## src/rtl/quadrilatero_dot_sequencer.sv

```systemverilog
// quadrilatero_dot_sequencer
// Computes a dot product on a single FP32 MAC lane. It issues one operand pair at a time
// together with the running accumulator, then collects the MAC result as the next
// accumulator. The final sum is presented on a valid/ready result port.
// Values pass through bit-exact; no arithmetic is done here.

module quadrilatero_dot_sequencer #(
   parameter int LEN_W = 8
) (
   input  logic             clk_i,
   input  logic             rst_ni,

   input  logic             start_i,
   input  logic [LEN_W-1:0] len_i,
   input  logic [31:0]      init_acc_i,
   output logic             busy_o,

   input  logic             op_valid_i,
   input  logic [31:0]      op_data_i,
   input  logic [31:0]      op_weight_i,
   output logic             op_ready_o,

   output logic             mac_valid_o,
   output logic [31:0]      mac_data_o,
   output logic [31:0]      mac_weight_o,
   output logic [31:0]      mac_acc_o,
   input  logic             mac_finished_i,
   input  logic [31:0]      mac_acc_i,

   output logic             res_valid_o,
   output logic [31:0]      res_o,
   input  logic             res_ready_i
);

   typedef enum logic [1:0] {
      IDLE  = 2'd0,
      ISSUE = 2'd1,
      WAIT  = 2'd2,
      DONE  = 2'd3
   } state_t;

   state_t           state;
   state_t           state_next;
   logic [LEN_W-1:0] cnt;
   logic [LEN_W-1:0] cnt_next;
   logic [31:0]      acc;
   logic [31:0]      acc_next;
   logic             op_fire;

   assign op_fire = (state == ISSUE) && op_valid_i;

   // Next-state and datapath decisions; only one MAC operation can be in flight at a time
   always_comb begin
      state_next = state;
      cnt_next   = cnt;
      acc_next   = acc;
      unique case (state)
         IDLE: begin
            if (start_i) begin
               acc_next   = init_acc_i;
               cnt_next   = len_i;
               state_next = (len_i == '0) ? DONE : ISSUE;
            end
         end
         ISSUE: begin
            if (op_valid_i) begin
               state_next = WAIT;
            end
         end
         WAIT: begin
            if (mac_finished_i) begin
               acc_next   = mac_acc_i;
               cnt_next   = cnt - LEN_W'(1);
               state_next = (cnt == LEN_W'(1)) ? DONE : ISSUE;
            end
         end
         DONE: begin
            if (res_ready_i) begin
               state_next = IDLE;
            end
         end
         default: begin
            state_next = IDLE;
         end
      endcase
   end

   // State, length counter and running accumulator registers
   always_ff @(posedge clk_i or negedge rst_ni) begin
      if (!rst_ni) begin
         state <= IDLE;
         cnt   <= '0;
         acc   <= '0;
      end else begin
         state <= state_next;
         cnt   <= cnt_next;
         acc   <= acc_next;
      end
   end

   // MAC operand registers, loaded on the operand handshake, with a one-cycle issue pulse
   always_ff @(posedge clk_i or negedge rst_ni) begin
      if (!rst_ni) begin
         mac_valid_o  <= 1'b0;
         mac_data_o   <= '0;
         mac_weight_o <= '0;
         mac_acc_o    <= '0;
      end else begin
         mac_valid_o <= op_fire;
         if (op_fire) begin
            mac_data_o   <= op_data_i;
            mac_weight_o <= op_weight_i;
            mac_acc_o    <= acc;
         end
      end
   end

   // Status outputs decoded from the state; the result is the accumulator, which is frozen in DONE
   always_comb begin
      busy_o      = (state != IDLE);
      op_ready_o  = (state == ISSUE);
      res_valid_o = (state == DONE);
      res_o       = acc;
   end

endmodule
```

## config.mk

```make
export PLATFORM = sky130hd
export DESIGN_NAME = quadrilatero_dot_sequencer
export DESIGN_NICKNAME = d
export VERILOG_FILES = /design/src/rtl/quadrilatero_dot_sequencer.sv
export SDC_FILE = /design/constraint.sdc
export NUM_CORES = 1
export LEC_CHECK = 0
export ABC_AREA = 1
export CORE_ASPECT_RATIO = 0.5
export CORE_MARGIN = 2
export CORE_UTILIZATION = 32
export CTS_CLUSTER_DIAMETER = 100
export DETAILED_ROUTE_END_ITERATION = 8
export PLACE_DENSITY = 0.67
export RECOVER_POWER = 25
export SLEW_MARGIN = 25
export SYNTH_ARGS = -nofsm -noshare
export SYNTH_HDL_FRONTEND = slang
export SYNTH_SLANG_ARGS = --single-unit
```

## constraint.sdc

```tcl
create_clock -name clk_i -period 1.4 [get_ports clk_i]
set_clock_uncertainty 0.15 [all_clocks]
set_input_delay 0.28 -clock clk_i [delete_from_list [all_inputs] [get_ports clk_i]]
set_output_delay 0.28 -clock clk_i [all_outputs]
set_load 0.005 [all_outputs]
```

==> summary.md <==
| Metric | Value |
|---|---|
| Worst path cell trace | buf_6, buf_6, a21oi_4, buf_12, nand2_8, clkbuf_16, o31ai_4 |
| Clock slew at reported path FFs | 60 ps |
| Post-synthesis cell type count | 20 |
| Max Freq | 571 MHz |
| DIE HEIGHT | 99.7 um |
| Drt drc | 0 |
| CP dominant cell by count | buf_6 |
| Top post-synthesis cells by area | dfrtp_1 (59%), nand2_1 (23%), nor2_1 (5.1%), o31ai_1 (4.1%), buf_2 (1.9%) |
| Setup crit start kind | flip-flop |
| Avg Cell Area, Syn | 8.33 sq um |
| Num ports | 274 |
| Initial antenna violation count | 0 |
| Slew HR | 48.2% |
| R2R depth | 7 |
| CP arrival | 1910 ps |
| Violated checks | setup timing |
| Most frequent cell after synthesis | nand2_1 |
| Final ANT Viol Nets | 0 |
| # clock sinks | 139 |
| Initial Util | 33.2% |
| CTS H-Tree Depth | 4 |
| Slowest-stage cell, CP | dfrtp_1 |
| Die width | 195 um |
| Clk Latency, worst-skew pair | 420 ps |
| Placed Cells | 1217 |
| Fin. Hold Viols | 0 |
| Register bit total from synthesis | 139 |
| WHS Path Cells | 3 |
| Fillers | 1480 |
| Syn Nets | 847 |
| Seq pwr share | 27.1% |
| Root buf cell | clkbuf_16 |
| Final cell count without fillers | 1342 |
| Worst-Margin Slew | 778 ps |
| Min setup slack post-route | -352 ps |
| Final count of negative-setup-slack endpoints | 142 |
| CTS Buf Count | 17 |
| Yosys top cell by area | dfrtp_1 |
| IO Port Bufs | 273 |
| Largest net degree at the start of global routing | 68 |
| Peak supply drop | 1.19 mV |
| RSZ-0062 raised after global routing | true |
| Total Power | 0.0256 W |
| Worst min-delay path class | input pin to flip-flop |
| TritonCTS clock tree | yes |
| Crit path time final | 1750 ps |
| Seq/Total Area, Yosys | 59.4% |
| Share of power burned in the clock network | 17.7% |
| Lkg Pwr | 5.62 nW |
| PwrDens | 2340 nW/um^2 |
| Min-delay src | op_weight_i[12] |
| Crit-path max cell delay | 410 ps |
| Post-synth EDFFs | 0 |
| Hold slack final | 249 ps |
| Top delay family on crit path | buffers and inverters |
| Crit Path Max Fanout | 6 |
| DP Area | 9140 sq um |
| Setup WS pre-CTS | -385 ps |
| P&R area growth vs syn | 86.9% |
| Vias per cell | 4.70 |
| Net Switching | 0.00992 W |
| R2R Path Start | state[0]$_DFFE_PN0P_ |
| Internal Pwr Total | 0.0157 W |
| Max Cap Viol | 0 |
| Fraction of power consumed by combinational cells | 55.2% |
| Ys async rst share | 100% |
| Gr usage total | 19.8% |
| Run status | complete, but fails checks |
| Drt first pass iters | 4 |
| Top cell type's share of synthesized area | 59.4% |
| Final instance area | 11000 sq um |
| Worst Hold End | mac_weight_o[12]$_DFFE_PN0P_ |
| Slew Viols, Final | 0 |
| Final GP Congestion | 0.816 |
| Yosys warns | 0 |
| Most used DFF post-synth | dfrtp_1 |
| Full die area | 19500 sq um |
| CTS max path bufs | 2 |
| Buf/Inv on CP | 4 |
| Post-synth top cells | nand2_1 (359), dfrtp_1 (139), nor2_1 (80), o31ai_1 (32), buf_2 (22) |
| Grt total ovfl | 0 |
| Vias in the first global route | 5852 |
| Worst EP required | 1560 ps |
| Core area | 17700 sq um |
| Post-DP HPWL | 13700 um |
| Final Cycle Share | 125% |
| Diodes inserted | 0 |
| Flop2flop setup slack | -350 ps |
| Routed len/inst | 17.8 um |
| Post-Syn Instances | 703 |
| Reg2Reg Capture Point | res_o[6]$_DFFE_PN0P_ |
| Cell Area, Synth | 5860 sq um |
| Total Routed Length | 23800 um |
| Drt initial violations | 199 |
| Critical Path Sink Type | flip-flop |
| Final nets | 1239 |
| Via count | 6304 |
| Net Sw Frac | 38.8% |
| Register area | 3480 sq um |
| Kind of critical path | flip-flop to flip-flop |
| # rows | 34 |
| Layout cells sized above 1 | 36.2% |
| Global-route wire length before repair | 30300 um |
| Area of the multi-input gates | 2790 sq um |
[kinds of logic (layout without fill, tap and decap cells)]
| family | Yosys count | in the layout | share of synthesized area, % |
|---|---|---|---|
| buffers and inverters | 57 | 460 | 4.83 |
| adders and majority gates | 2 | 2 | 0.427 |
| and+or+nand+nor | 456 | 458 | 29.8 |
| AOI/OAI and AO/OA | 49 | 49 | 5.59 |
| DFF | 139 | 139 | 59.4 |
[area by class of cell]
type	instances	area share [%]
sequential	139	31.8
inverter	22	1.11
timing repair buffer	405	33.5
tap	234	2.67
multi-input combinational	509	25.5
clock buffer	18	4.01
clock inverter	14	1.34
timing repair inverter	1	0.103
[worst max path at each step]
stage / startpoint / end / slack [ps] / depth (start not counted)
after global routing: state[0]$_DFFE_PN0P_ / res_o[6]$_DFFE_PN0P_ / -360 / 7
after floorplan: state[1]$_DFFE_PN0P_ / res_o[11]$_DFFE_PN0P_ / -6 / 6
final: state[0]$_DFFE_PN0P_ / res_o[6]$_DFFE_PN0P_ / -350 / 7
after detailed placement: mac_finished_i / res_o[1]$_DFFE_PN0P_ / -380 / 6
after CTS: state[1]$_DFFE_PN0P_ / res_valid_o / -280 / 5
after global placement: mac_finished_i / cnt[7]$_DFFE_PN0P_ / -330 / 8
[sequential cells by signal, indices dropped and copies added, names as in the netlist]
register,flops
mac_valid_o,1
cnt,8
mac_weight_o,32
state,2
mac_acc_o,32
mac_data_o,32
res_o,32
[layout by cell type, fill, tap and decap left out, types with 2 or more instances in the layout]
cell / netlist / final
o21ai_2: 0 / 4
clkbuf_16: 0 / 33
buf_6: 3 / 18
buf_4: 5 / 77
inv_2: 5 / 2
inv_6: 0 / 2
o31ai_2: 0 / 9
bufinv_16: 0 / 2
ha_1: 2 / 2
dfrtp_1: 139 / 139
buf_2: 22 / 130
inv_8: 0 / 3
clkinv_4: 0 / 4
nand2_2: 1 / 33
clkdlybuf4s50_1: 0 / 140
nand3_1: 12 / 12
buf_12: 0 / 16
inv_1: 17 / 15
clkinvlp_4: 0 / 3
clkinv_2: 0 / 4
nand2_1: 359 / 310
o31ai_4: 0 / 23
nand2_4: 1 / 15
buf_8: 0 / 5
o21ai_0: 12 / 6
a21oi_2: 0 / 3
nand2_8: 0 / 5
nor2_1: 80 / 78
[layer usage]
| layer | wire, um | track usage [%] | vias up |
|---|---|---|---|
| li1 | - | - | 2982 |
| met1 | 10200 | 23.7 | 3096 |
| met2 | 12100 | 35.8 | 190 |
| met3 | 1070 | 4.37 | 36 |
| met4 | 442 | 6.64 | 0 |
| met5 | 0 | 0 | - |
[worst register-to-register path, cell delays in order, from the launching register on]
cell and delay, ps:
dfrtp_1 410, buf_6 150, buf_6 120, a21oi_4 170, buf_12 160, nand2_8 100
clkbuf_16 200, o31ai_4 210
[power groups by stage]
| stage | Sequential, W | Combinational, W | Clock (W) |
|---|---|---|---|
| detailed placement | 0.00711 | 0.00986 | 0 |
| finish | 0.00693 | 0.0141 | 0.00453 |
| CTS | 0.00690 | 0.00920 | 0.00461 |
| floorplan | 0.00718 | 0.00377 | 0 |
| global placement | 0.00704 | 0.00965 | 0 |
| global route | 0.00716 | 0.0151 | 0.00481 |
[metrics by stage]
step                      util, %  TNS [ps]
after floorplan                 -      -112
after CTS                    53.3     -9140
after global routing         62.0    -40340
final                        62.0    -28860
after detailed placement     51.8    -37440
after global placement       51.8    -33430
[timing repair]
item / 4_1_cts / 5_1_grt
buffers inserted: 36 / 28
cloned: 0 / 29
hold endpoints to repair: 139 / 0
gates resized for setup: 547 / 176
hold buffers: 1 / 0
pin swaps: 2 / 17
setup endpoints to repair: 270 / 172
No activity file was read; power rests on OpenSTA's default activity.
